--- config.mk ---
export PLATFORM = sky130hd
export DESIGN_NAME = multicycle_controller
export DESIGN_NICKNAME = d
export VERILOG_FILES = /design/src/rtl/multicycle_controller.sv
export SDC_FILE = /design/constraint.sdc
export NUM_CORES = 1
export LEC_CHECK = 0
export BUFFER_PORTS_ARGS = -buffer_cell sky130_fd_sc_hd__buf_2
export CAP_MARGIN = 10
export CORE_MARGIN = 8
export CORE_UTILIZATION = 37
export CTS_CLUSTER_DIAMETER = 200
export DETAILED_ROUTE_END_ITERATION = 10
export PLACE_DENSITY_LB_ADDON = 0.12
export SYNTH_ARGS = -nofsm -noshare
export SYNTH_HDL_FRONTEND = slang
export SYNTH_SLANG_ARGS = --single-unit
--- constraint.sdc ---
create_clock -name clk -period 2.2 [get_ports clk]
set_input_delay 0.22 -clock clk [delete_from_list [all_inputs] [get_ports clk]]
set_output_delay 0.22 -clock clk [all_outputs]
set_load 0.05 [all_outputs]
--- src/rtl/multicycle_controller.sv ---
// Control FSM for the multicycle RV32I core: sequences fetch/decode/execute/memory/writeback
// over a shared ALU and unified memory, with optional wait-states and illegal-opcode trapping.
//
// state      | meaning
// FETCH      | read instruction, PC <= PC+4 on mem_ready
// DECODE     | branch target into ALUOut, dispatch on op
// MEMADR     | rs1+imm into ALUOut
// MEMREAD    | data read, held until mem_ready
// MEMWB      | load data to rd
// MEMWRITE   | data write, held until mem_ready
// EXECR      | R-type ALU operation
// EXECI      | I-type ALU operation
// ALUWB      | ALUOut to rd
// BRANCH     | compare rs1/rs2, PC <= ALUOut if taken
// JAL        | PC <= target, link OldPC+4
// JALR       | rs1+imm into ALUOut
// JALRPC     | PC <= ALUOut, link OldPC+4
// UPPER      | lui / auipc
// TRAP       | illegal instruction, held until reset
module multicycle_controller #(
  parameter bit MEM_HANDSHAKE = 1'b1,
  parameter bit ILLEGAL_TRAP  = 1'b1
) (
  input  logic       clk,
  input  logic       reset,
  input  logic [6:0] op,
  input  logic [2:0] funct3,
  input  logic       zero,
  input  logic       lt,
  input  logic       ltu,
  input  logic       mem_ready,
  output logic       mem_req,
  output logic       pc_write,
  output logic       ir_write,
  output logic       reg_write,
  output logic       mem_write,
  output logic       adr_src,
  output logic [1:0] alu_src_a,
  output logic [1:0] alu_src_b,
  output logic [1:0] alu_op,
  output logic [1:0] result_src,
  output logic [2:0] imm_src,
  output logic [1:0] store,
  output logic [2:0] load,
  output logic       retire,
  output logic       illegal
);

  typedef enum logic [3:0] {
    S_FETCH, S_DECODE, S_MEMADR, S_MEMREAD, S_MEMWB, S_MEMWRITE, S_EXECR, S_EXECI,
    S_ALUWB, S_BRANCH, S_JAL, S_JALR, S_JALRPC, S_UPPER, S_TRAP
  } state_t;

  state_t     state, state_next;
  logic [2:0] f3_q;
  logic       is_store_q, is_lui_q;
  logic       ready, legal, taken, pc_update;
  state_t     dispatch;
  logic [2:0] load_dec;
  logic [1:0] store_dec;

  assign ready = MEM_HANDSHAKE ? mem_ready : 1'b1;

  // funct3 and the load/store/lui distinction are captured in DECODE and held for the
  // rest of the instruction, so width outputs stay stable through the memory states.
  always_ff @(posedge clk or posedge reset) begin
    if (reset) begin
      state      <= S_FETCH;
      f3_q       <= 3'b000;
      is_store_q <= 1'b0;
      is_lui_q   <= 1'b0;
    end else begin
      state <= state_next;
      if (state == S_DECODE) begin
        f3_q       <= funct3;
        is_store_q <= op[5];
        is_lui_q   <= op[5];
      end
    end
  end

  always_comb begin
    dispatch = S_TRAP;
    legal    = 1'b1;
    case (op)
      7'b0000011: begin
        dispatch = S_MEMADR;
        legal    = (funct3 != 3'b011) && (funct3 != 3'b110) && (funct3 != 3'b111);
      end
      7'b0100011: begin
        dispatch = S_MEMADR;
        legal    = (funct3 < 3'b011);
      end
      7'b0110011: dispatch = S_EXECR;
      7'b0010011: dispatch = S_EXECI;
      7'b1100011: begin
        dispatch = S_BRANCH;
        legal    = (funct3 != 3'b010) && (funct3 != 3'b011);
      end
      7'b1101111: dispatch = S_JAL;
      7'b1100111: dispatch = S_JALR;
      7'b0110111, 7'b0010111: dispatch = S_UPPER;
      default: legal = 1'b0;
    endcase

    case (f3_q)
      3'b000:  taken = zero;
      3'b001:  taken = !zero;
      3'b100:  taken = lt;
      3'b101:  taken = !lt;
      3'b110:  taken = ltu;
      3'b111:  taken = !ltu;
      default: taken = 1'b0;
    endcase

    case (f3_q)
      3'b001:  load_dec = 3'b001;
      3'b010:  load_dec = 3'b010;
      3'b100:  load_dec = 3'b011;
      3'b101:  load_dec = 3'b100;
      default: load_dec = 3'b000;
    endcase

    case (f3_q)
      3'b000:  store_dec = 2'b10;
      3'b001:  store_dec = 2'b01;
      default: store_dec = 2'b00;
    endcase
  end

  always_comb begin
    state_next = state;
    pc_update  = 1'b0;
    mem_req    = 1'b0;
    pc_write   = 1'b0;
    ir_write   = 1'b0;
    reg_write  = 1'b0;
    mem_write  = 1'b0;
    adr_src    = 1'b0;
    alu_src_a  = 2'b00;
    alu_src_b  = 2'b00;
    alu_op     = 2'b00;
    result_src = 2'b00;
    imm_src    = 3'b000;
    store      = 2'b00;
    load       = 3'b000;
    retire     = 1'b0;
    illegal    = 1'b0;
    // Outputs are forced low for as long as reset is held, even mid-access.
    if (!reset) begin
      case (state)
        S_FETCH: begin
          mem_req    = 1'b1;
          alu_src_b  = 2'b10;
          result_src = 2'b10;
          ir_write   = ready;
          pc_update  = ready;
          if (ready) state_next = S_DECODE;
        end
        S_DECODE: begin
          alu_src_a = 2'b01;
          alu_src_b = 2'b01;
          imm_src   = 3'b010;
          if (legal)             state_next = dispatch;
          else if (ILLEGAL_TRAP) state_next = S_TRAP;
          else begin
            retire     = 1'b1;
            state_next = S_FETCH;
          end
        end
        S_MEMADR: begin
          alu_src_a = 2'b10;
          alu_src_b = 2'b01;
          if (is_store_q) begin
            imm_src    = 3'b001;
            store      = store_dec;
            state_next = S_MEMWRITE;
          end else begin
            load       = load_dec;
            state_next = S_MEMREAD;
          end
        end
        S_MEMREAD: begin
          mem_req = 1'b1;
          adr_src = 1'b1;
          load    = load_dec;
          if (ready) state_next = S_MEMWB;
        end
        S_MEMWB: begin
          result_src = 2'b01;
          reg_write  = 1'b1;
          retire     = 1'b1;
          load       = load_dec;
          state_next = S_FETCH;
        end
        S_MEMWRITE: begin
          mem_req   = 1'b1;
          adr_src   = 1'b1;
          mem_write = 1'b1;
          store     = store_dec;
          retire    = ready;
          if (ready) state_next = S_FETCH;
        end
        S_EXECR: begin
          alu_src_a  = 2'b10;
          alu_op     = 2'b10;
          state_next = S_ALUWB;
        end
        S_EXECI: begin
          alu_src_a  = 2'b10;
          alu_src_b  = 2'b01;
          alu_op     = 2'b10;
          state_next = S_ALUWB;
        end
        S_ALUWB: begin
          reg_write  = 1'b1;
          retire     = 1'b1;
          state_next = S_FETCH;
        end
        S_BRANCH: begin
          alu_src_a  = 2'b10;
          alu_op     = 2'b01;
          retire     = 1'b1;
          pc_write   = taken;
          state_next = S_FETCH;
        end
        S_JAL: begin
          alu_src_a  = 2'b01;
          alu_src_b  = 2'b10;
          imm_src    = 3'b011;
          pc_update  = 1'b1;
          state_next = S_ALUWB;
        end
        S_JALR: begin
          alu_src_a  = 2'b10;
          alu_src_b  = 2'b01;
          state_next = S_JALRPC;
        end
        S_JALRPC: begin
          alu_src_a  = 2'b01;
          alu_src_b  = 2'b10;
          pc_update  = 1'b1;
          state_next = S_ALUWB;
        end
        S_UPPER: begin
          imm_src    = 3'b100;
          alu_src_b  = 2'b01;
          alu_src_a  = is_lui_q ? 2'b11 : 2'b01;
          state_next = S_ALUWB;
        end
        S_TRAP: illegal = 1'b1;
        default: state_next = S_FETCH;
      endcase
      if (pc_update) pc_write = 1'b1;
    end
  end

endmodule

# Word-level counts from Yosys, hierarchy flattened
# Index checks and enable logic that the tools add are counted.
# W data, S select, Z words.
classes:
  n_reduce_logical: 24
  n_eq_ne: 36
  bitwise: 2
  order_cmp: 1
  muxes: 48
ops:
  columns: ["op", "n"]
  rows:
  - ["$pmux W4 S8", 1]
  - ["$eq A4 B4 Y1 const B", 7]
  - ["$pmux W4 S7", 1]
  - ["$pmux W3 S4", 2]
  - ["$eq A7 B6 Y1 const B", 3]
  - ["$eq A7 B7 Y1 const B", 3]
  - ["$pmux W2 S2", 5]
  - ["$mux W1", 18]
  - ["$eq A4 B3 Y1 const B", 4]
  - ["$mux W4", 4]
  - ["$reduce_or A5 Y1", 3]
  - ["$eq A7 B5 Y1 const B", 2]
  - ["$mux W2", 7]
  - ["$reduce_or A2 Y1", 7]
  - ["$eq A3 B3 Y1 const B", 4]
  - ["$mux W3", 4]
  - ["$reduce_or A3 Y1", 4]
  - ["$eq A4 B2 Y1 const B", 2]
  - ["$eq A7 B2 Y1 const B", 1]
  - ["$ne A2 B2 Y1 const B", 3]
  - ["$ne A3 B2 Y1 const B", 2]
  - ["$ne A3 B3 Y1 const B", 2]
  - ["$pmux W1 S6", 1]
  - ["$pmux W2 S3", 1]
  - ["14 further kinds", 20]
totals:
  inputBits: 16
  register_bits: 8
  out_inout_bits: 24
  elab_cells: 114

# Longest topological paths before layout
# Gate-level depths: netlist of the first run.
depth:
  depth_word: 6
  mapped_depth: 7
  mapped_depth_nobuf: 5

# Least setup slack after synthesis of the first run
# No wires, ideal clock.
synth_timing:
  path_kind: "reg2out"
  startpoint: "register state[0]"
  endpoint: "output port ir_write"
  arrival_time_ns: 2.601
  slack_ns: -0.621
  required_ns: 1.980
  n_path_buf: 1
  path_stages_with_launch: 5
  path_cell_list: "dfrtp_1 > buf_2 > or3_1 > nor3_1 > and2_1"
synth_between:
  elab_chain_len: 3
synth_rtl:
  columns: ["element", "line", "source"]
  rows:
  - ["start: declaration", "54", "state_t state, state_next;"]
  - ["start signal: assignment", "73", "state <= state_next;"]
  - ["$logic_not A4 Y1", "151", "case (state)"]
  - ["$mux W1", "151", null]
  - ["$mux W1", "150", "if (!reset) begin"]
  - ["end: declaration", "34", "output logic ir_write,"]
# No other way between the ends.

# Final worst setup path of the first run
layout_timing:
  startpoint: "register state[1]"
  endpoint: "output port ir_write"
# Same word-level chain as after synthesis.

==> out/qor.yml, run 1 <==
leakagePower_uw: 0.0006351
dr_total_vias: 1224
wl_per_cell_um: 14.10
grt_use_total_pct: 13.60
required_ns: 1.98
ant_nets: 0
fin_nets: 207
maxCapViolations: 0
clock_sinks: 8
tightestPinTransition_ns: 0.4058
ys_ff_latch: 8
die_w_um: 68.37
fillCellCount: 298
cts_buffers: 3
synth_seq_area_share_pct: 19.73
regToRegStartpoint: "state[1]$_DFFE_PP0P_"
diodes: 0
r2r_cells: 6
critPathKind: "reg2out"
cts_tree: "yes"
area_delta_synth_final_pct: 29.35
setup_ws_ns: 0.1018
grt_max_degree: 17
worstPathMaxFanout: 12
total_power_uw: 1793
crit_path_start_kind: "register"
async_flop_share_pct: 100.0
syn_inst: 154
die_y_um: 68.37
pwr_density_cell_nw_per_um2: 1366
grt_setup_unrepaired: "no"
layout_common_cells: "buf_2, nand2_1, nor2_1, o21ai_0, a21oi_1"
synth_nets: 170
ir_worst_vdd_mv: 0.7267
initial_utilization_pct: 37.77
end_kind: "output pin"
cts_hold_buf: 0
cts.clk_slew.worst_paths_ns: 0.05
ys_warn_count: 0
cts_max_level: 1
setup_viol: 0
drive_gt1_share_pct: 33.86
root_buffer: "clkbuf_4"
finalCritPeriodShare_pct: 95.37
r2r_slack_ns: 0.46
synth-edff-count: 0
fmax_ghz: 0.4766
grt_pass1_vias: 1202
grt_overflow_total: 0
crit_slowest_cell: "dfrtp_2"
antenna_found_initial: 0
arrival_ns: 1.88
rows: 19
core_sq_um: 2686
port_buffers: 39
viasPerCell: 5.564
floorplan.die_area_sq_um: 4674
globalplace.congestion: 0.8486
grt_pass1_wl_mm: 4.995
slowest_delay_ns: 0.48
hp-class: "in2async"
status: "completed"
final.min_clock_period_ns: 2.098
drc_errors: 0
slew_headroom_pct: 72.25
ios: 40
syn_area_sq_um: 1015
avgSynthCellArea_sq_um: 6.589
setup_tns_ns: 0
crit_start: "state[1]$_DFFE_PP0P_"
slew_violations: 0
worst_clock_skew_ns: 0.003252
layout_commonest_cell: "buf_2"
drt_iter0_drc: 99
stdcell_area_sq_um: 1313
whs_ns: 0.1064
wl_mm: 3.102
synth_ff_type: "dfrtp_1"
worstSkewPairLatency_ns: 0.26
drtPass1Iterations: 4
dp_slack_ns: 0.2902
crit_chain: "buf_4 > or3_1 > nor3_2 > and2_1 > buf_2"
post_dp_cell_area_sq_um: 1285
hold_viol_final: 0
dpl.hpwl_mm: 2.535
r2r_end: "state[1]$_DFFE_PP0P_"
synth.distinct_cells: 40
ctsLongestPathBuffers: 2
==> layout make-up <==
class | count | area [sq um] | share of cell area [%]
flip-flops and latches | 8 | 202.7 | 15.44
multi-input cells | 127 | 782.0 | 59.58
clock buffers | 3 | 22.52 | 1.716
repair buffers | 46 | 247.7 | 18.88
inverters | 5 | 18.77 | 1.430
well taps | 31 | 38.79 | 2.955
==> kinds of logic after synthesis <==
logic type,synth area share [%]
AO/OA/AOI/OAI,25.28
XOR/XNOR,3.453
buffers and inverters,8.137
flip-flops,19.73
multiplexers,2.959
AND/OR/NAND/NOR,40.44
==> per-layer routing <==
| metal | track usage, % | vias to the layer above | part of all wire [%] |
|---|---|---|---|
| li1 | - | 623 | - |
| met1 | 16.57 | 555 | 44 |
| met2 | 22.16 | 39 | 46 |
| met3 | 2.946 | 7 | 7.2 |
| met4 | 6.650 | 0 | 1.9 |
| met5 | 0 | - | 0 |
==> power by group <==
| group | leakage (uW) | internal (uW) | switching [uW] |
|---|---|---|---|
| combinational | 0.000523 | 452 | 881 |
| sequential | 0.0000985 | 217 | 133 |
| clock | 0.0000138 | 62.3 | 48.2 |
| total | 0.000635 | 731 | 1060 |
==> through the flow <==
stage	std cells	util, %
after floorplan	154	-
after global placement	217	47.83
after detailed placement	217	47.83
after CTS	220	48.67
after global routing	220	48.86
final	220	48.86
==> worst max-delay path, delay by kind of cell, from the launching register on <==
family	cells	cell delay, ns
and+or+nand+nor	3	0.70
buffers and inverters	2	0.44
DFF	1	0.48
==> synthesized netlist by cell type, drive strengths merged, types with 3 or more instances <==
cell type	number	area [sq um]
nand2	19	71.32
dfrtp	8	200.2
or3	4	25.02
nor3	10	50.05
a211oi	3	22.52
buf	5	30.02
o21ai	11	55.05
clkbuf	9	33.78
and2	3	18.77
inv	5	18.77
nand2b	9	56.30
a22o	3	26.28
mux2i	3	30.03
a21oi	9	45.04
nor2	16	60.06
nor4	5	31.28
==> worst max-delay path by stage <==
stage                         endpoint  slack (ns)  cells after the start
after detailed placement  alu_src_b[0]        0.29                      6
after CTS                 alu_src_b[0]       0.004                      6
after global placement        store[1]        0.31                      6
after global routing      alu_src_b[0]       0.004                      6
after floorplan                load[0]       -0.47                      4
final                         ir_write        0.10                      5
==> flip-flops by register name (all words and copies together) (netlist names) <==
name,flops
f3_q,3
is_lui_q,1
state,4
==> what timing repair did <==
action,CTS,global route
setup endpoints to repair,0,10
buffers inserted,0,0
resized for setup,0,3
(Power assumes the default switching activity.)
==> inputs of run 2 (changes only) <==
Settings changed: ABC_AREA set to 1, CELL_PAD_IN_SITES_DETAIL_PLACEMENT set to 0, CELL_PAD_IN_SITES_GLOBAL_PLACEMENT set to 1, CORE_UTILIZATION 37 to 30.
==> run 2 against run 1 <==
  * Highest routed layer unchanged
  * Sequential power down 10%
  * Clock power about the same
  * Critical path type unchanged
  * Clock skew up 0.0042 ns
  * Cell area down 1.1%
==> out/qor.yml, run 2 <==
ios: 40  # unchanged
synth_most_common_cell: "nand2_1"
pwr_density_cell_nw_per_um2: 1296  # -5.1%
dp_slack_ns: 0.3439  # +0.05370 ns
cts_max_level: 1  # unchanged
status: "completed"
drt_iter0_drc: 40  # -60%
largest_reg_flops: 4  # unchanged
ys_warn_count: 0  # unchanged
viasPerCell: 4.579  # -18%
worstSkewPairLatency_ns: 0.26  # about the same
synth_nets: 203  # +19%
die_y_um: 73.80  # +7.9%
wl_per_cell_um: 11.06  # -22%
diodes: 0  # unchanged
avgSynthCellArea_sq_um: 5.359  # -19%
worstPathMaxFanout: 4  # -8
grt_pass1_vias: 1202  # unchanged
ctsLongestPathBuffers: 2  # unchanged
grt_overflow_total: 0  # unchanged
globalplace.congestion: 0.9079  # +7.0%
reg.largest.list: "state (4), f3_q (3), is_lui_q (1)"
grt_pass1_wl_mm: 5.030  # +0.70%
p_seq_share_pct: 18.7  # -0.8 points
cp_top_family: "simple AND/OR/NAND/NOR gates"
total_power_uw: 1682  # -6.2%
slew_violations: 0  # unchanged
internal_power_uw: 600.2  # -18%
cts.clk_slew.worst_paths_ns: 0.06  # about the same
ir_worst_vdd_mv: 0.4623  # -36%
synth-simple-area-share_pct: 55.56  # +15 points
end_kind: "output pin"
initial_utilization_pct: 30.51  # -7.3 points
antenna_found_initial: 0  # unchanged
wl_mm: 3.019  # -2.7%
ctsResizeCount: 0  # unchanged
slew_headroom_pct: 68.98  # -3.3 points
hold_viol_final: 0  # unchanged
port_buffers: 39  # unchanged
final.min_clock_period_ns: 2.079  # -0.01934 ns
slowest_delay_ns: 0.42  # -0.06 ns
required_ns: 1.98  # about the same
rows: 21  # +2
async_flop_share_pct: 100.0  # unchanged
hp-class: "in2async"
grt_max_degree: 20  # +3
drtPass1Iterations: 4  # unchanged
leakagePower_uw: 0.0007508  # +18%
synth_ff_type: "dfrtp_1"
critPathKind: "reg2out"
syn_inst: 187  # +21%
arrival_ns: 1.86  # -0.02 ns
crit_path_start_kind: "register"
power.share.switching_pct: 64.31  # +5.1 points
synth_top_family_by_area: "simple AND/OR/NAND/NOR gates"
drc_errors: 0  # unchanged
synth_fa_ha_area_share_pct: 0  # unchanged
layout_commonest_cell: "nand2_1"
ant_nets: 0  # unchanged
tightestPinTransition_ns: 0.4648  # +0.05893 ns
crit_slowest_cell: "dfrtp_1"
fmax_ghz: 0.4810  # +0.93%
cts_tree: "yes"
post_cts_buffers: 0  # unchanged
maxCapViolations: 0  # unchanged
p_switching_uw: 1082  # +1.9%
setup_viol: 0  # unchanged
die_w_um: 73.80  # +7.9%
synth-edff-count: 0  # unchanged
yosys-top-cells-area: "nand2_1, dfrtp_1, nor2_1, inv_1, nand3_1"
cts_hold_buf: 0  # unchanged
area_delta_synth_final_pct: 29.46  # about the same
ys_ff_latch: 8  # unchanged
synth_compound_area_share_pct: 12.48  # -13 points
clock_sinks: 8  # unchanged
synth_seq_area_share_pct: 19.98  # +0.25 points
crit_chain: "nor2_2 > inv_2 > nor2_4 > inv_2 > or2_1 > nand2_1 > a21oi_2 > nor3_2 > buf_4"
floorplan.die_area_sq_um: 5446  # +17%
setup_ws_ns: 0.1211  # +0.01934 ns
yosysTopAreaCell: "nand2_1"
layout_common_cells: "nand2_1, buf_2, nor2_1, inv_1, nand3_1"
synthTopCellsByCount: "nand2_1, nor2_1, inv_1, nand3_1, inv_2"
critPathBufInv: 3  # +1
combPwrFrac_pct: 74.6  # +0.3 points
clockPowerShare_pct: 6.6  # +0.4 points
worst_clock_skew_ns: 0.007501  # +0.004249 ns
root_buffer: "clkbuf_4"
top_register: "state"
drive_gt1_share_pct: 30.40  # -3.5 points
fin_nets: 245  # +18%
grt_use_total_pct: 11.43  # -2.2 points
cts_buffers: 3  # unchanged
dr_total_vias: 1250  # +2.1%
crit_top_cell: "inv_2"
core_sq_um: 3284  # +22%
synth-xor-area-share_pct: 0  # -3.5 points
synth_top_area_share_pct: 23.22  # +3.5 points
synthMuxAreaShare_pct: 0  # -3.0 points
finalCritPeriodShare_pct: 94.49  # -0.88 points
dpl.hpwl_mm: 2.637  # +4.0%
synth.distinct_cells: 25  # -38%
syn_area_sq_um: 1002  # -1.2%
-- run 2: cells by family (layout without fill, tap and decap cells) --
kind of cell | after synthesis | after routing
DFF | 8 | 8
AOI/OAI and AO/OA | 21 | 21
and+or+nand+nor | 126 | 126
buffers and inverters | 32 | 72
-- run 2: area by class of cell --
cell class	instances	area, sq um
clock buffers	3	22.52
fillers	381	1987
inverters	30	112.6
multi-input cells	147	699.4
flip-flops and latches	8	200.2
well taps	46	57.56
repair buffers	39	205.2
-- run 2: path summary, 6_finish.rpt --
kind | to | start | cells past startpoint | slack [ns]
worst max-delay path | load[2] | state[3]$_DFFE_PP0P_ | 9 | 0.12
worst min-delay path | state[0]$_DFFE_PP0P_ | reset | 2 | 0.13
worst max register to register | state[2]$_DFFE_PP0P_ | state[1]$_DFFE_PP0P_ | 10 | 0.71
worst min register to register | is_lui_q$_DFFE_PP0P_ | is_lui_q$_DFFE_PP0P_ | 2 | 0.56
max in group asynchronous | f3_q[1]$_DFFE_PP0P_ | reset | 2 | 1.74
min in group clk | f3_q[0]$_DFFE_PP0P_ | funct3[0] | 3 | 0.20
-- run 2: through the flow --
step | cells | setup TNS, ns | hold WS, ns | utilization (%) | cell area [sq um]
floorplan | 187 | -0.1442 | 0.3116 | - | 1020
global placement | 270 | 0 | 0.4108 | 38.51 | 1265
CTS | 273 | 0 | 0.1362 | 39.20 | 1287
finish | 273 | 0 | 0.1317 | 39.50 | 1297
global route | 273 | -0.006453 | 0.1678 | 39.50 | 1297
detailed placement | 270 | 0 | 0.4148 | 38.51 | 1265
-- run 2: power groups by stage --
| stage | registers, uW | clock network, uW | logic (uW) |
|---|---|---|---|
| 6_report | 315 | 112 | 1260 |
| 2_1_floorplan | 297 | 0 | 1010 |
| 5_1_grt | 323 | 128 | 1390 |
| 3_3_place_gp | 313 | 0 | 1260 |
| 3_5_place_dp | 316 | 0 | 1260 |
| 4_1_cts | 314 | 117 | 1270 |
-- run 2: worst reg2reg max path, stage by stage (launching register included) --
cell      delay [ns]
dfrtp_1         0.42
nand2_1         0.11
clkinv_1        0.10
nand2_1         0.13
nand2_1         0.08
nor2_2          0.11
o21ai_2         0.09
nor2_4          0.17
inv_2           0.06
nand2_1         0.05
nand2_1         0.05
-- run 2: routing by layer --
layer	up-vias	GRT usage (%)	wire [um]
met4	0	3.991	29
li1	667	-	-
met3	4	2.456	190
met1	550	14.33	1388
met2	29	18.60	1410
met5	-	0	0
